## config.mk

```make
export PLATFORM = sky130hd
export DESIGN_NAME = nivel2
export DESIGN_NICKNAME = d
export VERILOG_FILES = /design/src/rtl/nivel2_pkg.sv /design/src/rtl/nivel2_bcd_to_7seg.sv /design/src/rtl/nivel2.sv
export SDC_FILE = /design/constraint.sdc
export NUM_CORES = 1
export LEC_CHECK = 0
export CAP_MARGIN = 20
export CORE_MARGIN = 1.5
export CORE_UTILIZATION = 30
export DETAILED_ROUTE_END_ITERATION = 10
export PLACE_DENSITY_LB_ADDON = 0.1
export SLEW_MARGIN = 40
export SYNTH_ARGS = -nofsm -noshare
export SYNTH_HDL_FRONTEND = slang
export SYNTH_SLANG_ARGS = --single-unit
```

## constraint.sdc

```tcl
create_clock -name clock -period 5.4 [get_ports clock]
set_clock_uncertainty 0.1 [all_clocks]
set_input_delay 1.08 -clock clock [delete_from_list [all_inputs] [get_ports clock]]
set_output_delay 1.08 -clock clock [all_outputs]
set_load 0.03 [all_outputs]
```

## src/rtl/nivel2_pkg.sv

```systemverilog
// Shared definitions for the nivel2 microwave controller: state encodings,
// BCD digit width, seven-segment table and small keypad/power helpers.
package nivel2_pkg;

  localparam int BCD_W = 4;

  typedef enum logic [1:0] {
    ST_IDLE  = 2'd0,
    ST_COOK  = 2'd1,
    ST_PAUSE = 2'd2,
    ST_DONE  = 2'd3
  } state_t;

  // Segment order {g,f,e,d,c,b,a}, active-high, indexed by digit value.
  localparam logic [6:0] SEG_TABLE [0:9] = '{
    7'b0111111, 7'b0000110, 7'b1011011, 7'b1001111, 7'b1100110,
    7'b1101101, 7'b1111101, 7'b0000111, 7'b1111111, 7'b1101111
  };

  function automatic logic is_onehot10(input logic [9:0] v);
    return (v != 10'd0) && ((v & (v - 10'd1)) == 10'd0);
  endfunction

  function automatic logic [BCD_W-1:0] key_digit(input logic [9:0] v);
    logic [BCD_W-1:0] d;
    d = 4'd0;
    for (int i = 0; i < 10; i++) begin
      d = v[i] ? BCD_W'(i) : d;
    end
    return d;
  endfunction

  function automatic logic [3:0] clamp_power(input logic [3:0] p);
    return (p > 4'd9) ? 4'd9 : p;
  endfunction

endpackage

```

## src/rtl/nivel2_bcd_to_7seg.sv

```systemverilog
// Combinational BCD to seven-segment decoder; codes above 9 blank the digit.
module bcd_to_7seg
  import nivel2_pkg::*;
(
  input  logic [BCD_W-1:0] i_bcd,
  output logic [6:0]       o_seg
);

  always_comb begin
    o_seg = 7'd0;
    if (i_bcd <= 4'd9) begin
      o_seg = SEG_TABLE[i_bcd];
    end else begin
      o_seg = 7'd0;
    end
  end

endmodule

```

## src/rtl/nivel2.sv

```systemverilog
// nivel2 microwave controller: keypad entry, per-second countdown, duty-cycled
// magnetron and seven-segment display. Define DONE_BEEP_EN for the completion beeper.
module nivel2
  import nivel2_pkg::*;
#(
  parameter int TICK_DIV   = 1000,
  parameter int MIN_DIGITS = 1,
  parameter int BEEP_SECS  = 3
) (
  input  logic                    clock,
  input  logic                    clear,
  input  logic [9:0]              keypad,
  input  logic                    startn,
  input  logic                    stopn,
  input  logic                    door_closed,
  input  logic [3:0]              power,
  output logic [6:0]              sec_ones,
  output logic [6:0]              sec_tens,
  output logic [7*MIN_DIGITS-1:0] mins,
  output logic                    mag_on,
  output logic                    done,
  output logic                    beep
);

  localparam int ND      = MIN_DIGITS + 2;
  localparam int SUB_DIV = TICK_DIV / 10;
  localparam int TICK_W  = $clog2(TICK_DIV);
  localparam int SDIV_W  = (SUB_DIV > 1) ? $clog2(SUB_DIV) : 1;
  localparam logic [TICK_W-1:0] TICK_LAST = TICK_W'(TICK_DIV - 1);
  localparam logic [SDIV_W-1:0] SDIV_LAST = SDIV_W'(SUB_DIV - 1);

  logic [9:0]       r_key;
  logic [9:0]       r_key_prev;
  logic             r_startn;
  logic             r_startn_prev;
  logic             r_stopn;
  logic             r_stopn_prev;
  logic             r_door;
  logic [3:0]       r_power;

  state_t           r_state;
  logic [BCD_W-1:0] r_dig [ND];
  logic [TICK_W-1:0] r_tick;
  logic [SDIV_W-1:0] r_sdiv;
  logic [3:0]       r_sub;
  logic [3:0]       r_power_lat;

  logic             w_start;
  logic             w_stop;
  logic             w_key_press;
  logic [BCD_W-1:0] w_key_digit;
  logic             w_time_zero;
  logic             w_dec_zero;
  logic [BCD_W-1:0] w_dec [ND];

  always_ff @(posedge clock) begin
    if (clear) begin
      r_key         <= 10'd0;
      r_key_prev    <= 10'd0;
      r_startn      <= 1'b1;
      r_startn_prev <= 1'b1;
      r_stopn       <= 1'b1;
      r_stopn_prev  <= 1'b1;
      r_door        <= 1'b0;
      r_power       <= 4'd0;
    end else begin
      r_key         <= keypad;
      r_key_prev    <= r_key;
      r_startn      <= startn;
      r_startn_prev <= r_startn;
      r_stopn       <= stopn;
      r_stopn_prev  <= r_stopn;
      r_door        <= door_closed;
      r_power       <= power;
    end
  end

  // A key only counts when the pad was released on the previous sample.
  assign w_start     = r_startn_prev & ~r_startn;
  assign w_stop      = r_stopn_prev & ~r_stopn;
  assign w_key_press = (r_key_prev == 10'd0) && is_onehot10(r_key);
  assign w_key_digit = key_digit(r_key);

  // Tens of seconds wrap to 5 on borrow; every other digit wraps to 9.
  always_comb begin : p_dec
    logic w_borrow;
    w_borrow    = 1'b1;
    w_time_zero = 1'b1;
    w_dec_zero  = 1'b1;
    for (int i = 0; i < ND; i++) begin
      w_dec[i] = r_dig[i];
      if (w_borrow) begin
        if (r_dig[i] == 4'd0) begin
          w_dec[i] = (i == 1) ? 4'd5 : 4'd9;
        end else begin
          w_dec[i] = r_dig[i] - 4'd1;
          w_borrow = 1'b0;
        end
      end else begin
        w_dec[i] = r_dig[i];
      end
      w_time_zero = w_time_zero && (r_dig[i] == 4'd0);
      w_dec_zero  = w_dec_zero && (w_dec[i] == 4'd0);
    end
  end

  always_ff @(posedge clock) begin
    if (clear) begin
      r_state     <= ST_IDLE;
      r_tick      <= '0;
      r_sdiv      <= '0;
      r_sub       <= 4'd0;
      r_power_lat <= 4'd0;
      for (int i = 0; i < ND; i++) r_dig[i] <= 4'd0;
    end else begin
      case (r_state)
        ST_IDLE: begin
          if (w_stop) begin
            for (int i = 0; i < ND; i++) r_dig[i] <= 4'd0;
          end else if (w_start && r_door && !w_time_zero) begin
            r_state     <= ST_COOK;
            r_tick      <= '0;
            r_sdiv      <= '0;
            r_sub       <= 4'd0;
            r_power_lat <= clamp_power(r_power);
          end else if (w_key_press) begin
            for (int i = ND - 1; i > 0; i--) r_dig[i] <= r_dig[i-1];
            r_dig[0] <= w_key_digit;
          end
        end
        ST_COOK: begin
          // Stop or door open wins over a coincident tick, which is dropped.
          if (w_stop || !r_door) begin
            r_state <= ST_PAUSE;
            r_tick  <= '0;
            r_sdiv  <= '0;
            r_sub   <= 4'd0;
          end else begin
            if (r_tick == TICK_LAST) begin
              r_tick <= '0;
              r_dig  <= w_dec;
              if (w_dec_zero) r_state <= ST_DONE;
            end else begin
              r_tick <= r_tick + TICK_W'(1);
            end
            if (r_sdiv == SDIV_LAST) begin
              r_sdiv <= '0;
              r_sub  <= (r_sub == 4'd9) ? 4'd0 : r_sub + 4'd1;
            end else begin
              r_sdiv <= r_sdiv + SDIV_W'(1);
            end
          end
        end
        ST_PAUSE: begin
          if (w_stop) begin
            r_state <= ST_IDLE;
            for (int i = 0; i < ND; i++) r_dig[i] <= 4'd0;
          end else if (w_start && r_door) begin
            r_state     <= ST_COOK;
            r_tick      <= '0;
            r_sdiv      <= '0;
            r_sub       <= 4'd0;
            r_power_lat <= clamp_power(r_power);
          end
        end
        ST_DONE: begin
          if (w_key_press) begin
            r_state <= ST_IDLE;
            for (int i = 1; i < ND; i++) r_dig[i] <= 4'd0;
            r_dig[0] <= w_key_digit;
          end else if (w_stop || !r_door) begin
            r_state <= ST_IDLE;
          end
        end
        default: begin
          r_state <= ST_IDLE;
        end
      endcase
    end
  end

  assign mag_on = (r_state == ST_COOK) && r_door && (r_sub <= r_power_lat);
  assign done   = (r_state == ST_DONE);

`ifdef DONE_BEEP_EN
  localparam int BEEP_CYC = BEEP_SECS * TICK_DIV;
  localparam int BEEP_W   = $clog2(BEEP_CYC + 1);
  localparam logic [BEEP_W-1:0] BEEP_END = BEEP_W'(BEEP_CYC);

  logic [BEEP_W-1:0] r_beep_cnt;

  // Counter idles at zero outside DONE and saturates once the beep window ends.
  always_ff @(posedge clock) begin
    if (clear) begin
      r_beep_cnt <= '0;
    end else if (r_state != ST_DONE) begin
      r_beep_cnt <= '0;
    end else if (r_beep_cnt != BEEP_END) begin
      r_beep_cnt <= r_beep_cnt + BEEP_W'(1);
    end
  end

  assign beep = (r_state == ST_DONE) && (r_beep_cnt != BEEP_END);
`else
  assign beep = 1'b0;
`endif

  bcd_to_7seg u_sec_ones (.i_bcd(r_dig[0]), .o_seg(sec_ones));
  bcd_to_7seg u_sec_tens (.i_bcd(r_dig[1]), .o_seg(sec_tens));

  for (genvar g = 0; g < MIN_DIGITS; g++) begin : g_min
    bcd_to_7seg u_min (.i_bcd(r_dig[g+2]), .o_seg(mins[7*g +: 7]));
  end

endmodule

```

==> reports/qor.txt <==
CP endpoint kind: output port
Placed cells: 692
Max cap viols: 0
WHS Path Cells: 2
Skew-Pair Late Insertion Delay: 0.33 ns
WP buf/inv: 2
Height of the die: 119 microns
Slowest stage delay, CP: 0.61 ns
Max-slew violations: 0
EDFF count, synth: 0
Switch share: 37.0%
Synth Cell Area: 4040 sq um
Die area: 14200 sq um
Slew margin rel.: 46.1%
Nets: 572
Avg WL per Cell: 14.2 microns
Synth cell types: 71
CTS Buf Count: 9
DR vias: 3607
Filler cells: 1354
Top post-synthesis cells by area: dfxtp_1 (34%), ha_1 (8.0%), nor2_1 (5.2%), nor2b_1 (4.5%), a21oi_1 (3.7%)
Comb power frac: 38.9%
Fmax achieved: 263 MHz
Worst slew pin tran: 0.804 ns
Grt ovf: 0
DRT iter0 DRCs: 159
Status: complete, no violations
CP max FO: 8
Data required time of the worst path: 4.22 ns
Initial antenna violation count: 0
First-pass GRT wire length: 16700 microns
Syn nets: 537
Layout cell share with drive strength beyond 1: 7.75%
Clock Path Buffers: 2
Hold buffers post-CTS: 0
Post-synthesis register bit count: 68
Power Dens Cells: 410 nW/um^2
Clk sink count: 68
Mapped Cells: 492
All-Layer GR Usage: 14.7%
YS warnings: 0
Final Power: 0.00202 W
Final Hold Viols: 0
Dominant synthesized flop cell: dfxtp_1
# IOs: 43
Drt pass-1 iters: 4
CP max stage cell: clkdlybuf4s50_1
Antenna viol nets, final: 0
Clock power frac: 31.2%
# diodes: 0
Worst Path Class, Setup: register to output port
CP delay by family, top: buffers and inverters
DR vias/cell: 5.12
Sequential element share of the synthesized area: 33.7%
Fin crit share: 70.4%
Vias in the first global route: 3433
Pleak: 1.77 nW
Leading area contributor after synthesis: dfxtp_1
Fin util: 37.4%
Critical path depth: 6
Max IR drop VDD: 0.000136 V
Clk pin slew, worst setup/hold paths: 0.06 ns
FF+latch area: 1360 sq um
Pre-CTS setup slack: 2.01 ns
Htree depth: 3
Final worst slack: 1.60 ns
Setup-failing EPs final: 0
Die W: 119 microns
Post-CTS Setup Inserts: 0
HP Class: register to register
Int Power: 0.00128 W
Sw power: 0.000748 W
Overall routed net length: 9990 microns
IO buf count: 41
Unrepaired setup endpoints after global routing: no
Post-synth top area share: 33.7%
Final worst path period need: 3.80 ns
Seq pwr share: 29.8%
Post-synthesis area per instance: 8.21 sq um
Leading cell type in the layout, fill and taps excluded: dfxtp_1
P&R area growth vs syn: 22.1%
FP Rows: 42
Final Non-Filler Cells: 705
Setup tns final: 0 ns
Worst-path cell chain: inv_1 > ha_1 > o21ai_0 > a22o_1 > a21oi_1 > clkdlybuf4s50_1
Multi-input logic area: 2510 sq um
# DRC: 0
CTS tree: done
Critical Path AT: 2.62 ns
Post_cts resized: 0
Initial Utilization: 30.6%
Worst Reg2Reg Path Length in Cells: 10
Largest net degree at the start of global routing: 52
Async set-reset flop share out of synthesis: 0%
Setup crit start kind: register
Root buf cell: clkbuf_16
RePlAce Congestion: 0.781
Placed wire-length estimate: 7220 microns
Commonest cells after routing, fill and taps aside: dfxtp_1 (68), nor2_1 (56), clkdlybuf4s50_1 (41)
Core ar.: 13200 sq um
kinds of logic after synthesis:
family	share of synthesized area [%]
AO/OA/AOI/OAI	22.6
multiplexers	1.15
adder cells (fa/ha/maj)	8.05
other	0.0928
XOR/XNOR	3.68
flip-flops	33.7
AND/OR/NAND/NOR	26.5
buffers and inverters	4.24
routing by layer:
layer | up-vias | track usage, % | wire length, microns
li1 | 1855 | - | -
met3 | 12 | 3.16 | 461
met1 | 1664 | 19.5 | 4910
met5 | - | 0 | 0
met4 | 0 | 6.10 | 169
met2 | 76 | 23.0 | 4440
registers in the layout, summed over array words and instances (netlist names):
signal / cells
r_state: 2
r_key: 10
r_tick: 10
r_power: 4
r_sdiv: 7
r_sub: 4
r_key_prev: 10
r_stopn_prev: 1
r_startn_prev: 1
r_stopn: 1
r_power_lat: 4
r_door: 1
r_dig: 12
r_startn: 1
worst reg2reg max path, delay by kind of cell (launching register included):
kind | cells | cell delay, ns
buffers and inverters | 3 | 0.61
adders and majority gates | 1 | 0.34
DFF | 1 | 0.46
AOI/OAI and AO/OA | 2 | 0.76
and+or+nand+nor | 4 | 0.85
cell type report:
class | instances | area share, %
Multi-Input combinational cell | 381 | 50.9
Sequential cell | 68 | 27.6
Timing Repair Buffer | 46 | 9.08
Clock buffer | 11 | 5.12
Tap cell | 176 | 4.46
Inverter | 21 | 1.60
Clock inverter | 2 | 1.22
synthesized netlist by cell type (all sizes together), types with 3 or more instances:
library cell,instances
nand4,7
nor2b,29
o31ai,4
and2,4
a2111oi,3
nor4,9
a31oi,9
a21o,4
a211oi,7
dfxtp,68
nand2,27
nor3,17
a22oi,6
o21a,6
buf,8
or3b,4
clkbuf,14
or2,8
or3,6
nor4b,5
nor2,56
o41ai,4
a21oi,30
nor3b,5
ha,26
inv,19
xor2,3
nand3,13
o21ai,30
xnor2,14
a221oi,5
o21bai,3
final timing paths:
check / startpoint / end / slack (ns)
worst max-delay path: r_dig[8]$_SDFFE_PP0P_ / sec_ones[3] / 1.60
worst max register to register: r_dig[8]$_SDFFE_PP0P_ / r_tick[8]$_SDFFE_PP0P_ / 2.16
worst min register to register: r_power_lat[2]$_SDFFE_PP0P_ / r_power_lat[2]$_SDFFE_PP0P_ / 0.35
worst min-delay path: r_power_lat[2]$_SDFFE_PP0P_ / r_power_lat[2]$_SDFFE_PP0P_ / 0.35
power by group through the flow:
stage	Sequential, W	Combinational (W)	Clock, W
after floorplan	0.000576	0.000565	0
after global placement	0.000611	0.000791	0
after detailed placement	0.000613	0.000789	0
after CTS	0.000602	0.000792	0.000649
after global routing	0.000612	0.000863	0.000669
final	0.000604	0.000788	0.000632
stage by stage:
stage,instance area [sq um],hold WS [ns]
2_1_floorplan,4040,0.318
3_5_place_dp,4620,0.340
5_1_grt,4930,0.395
4_1_cts,4930,0.351
3_3_place_gp,4620,0.337
6_report,4930,0.352
Note: power is estimated with default switching activity, not from simulation.
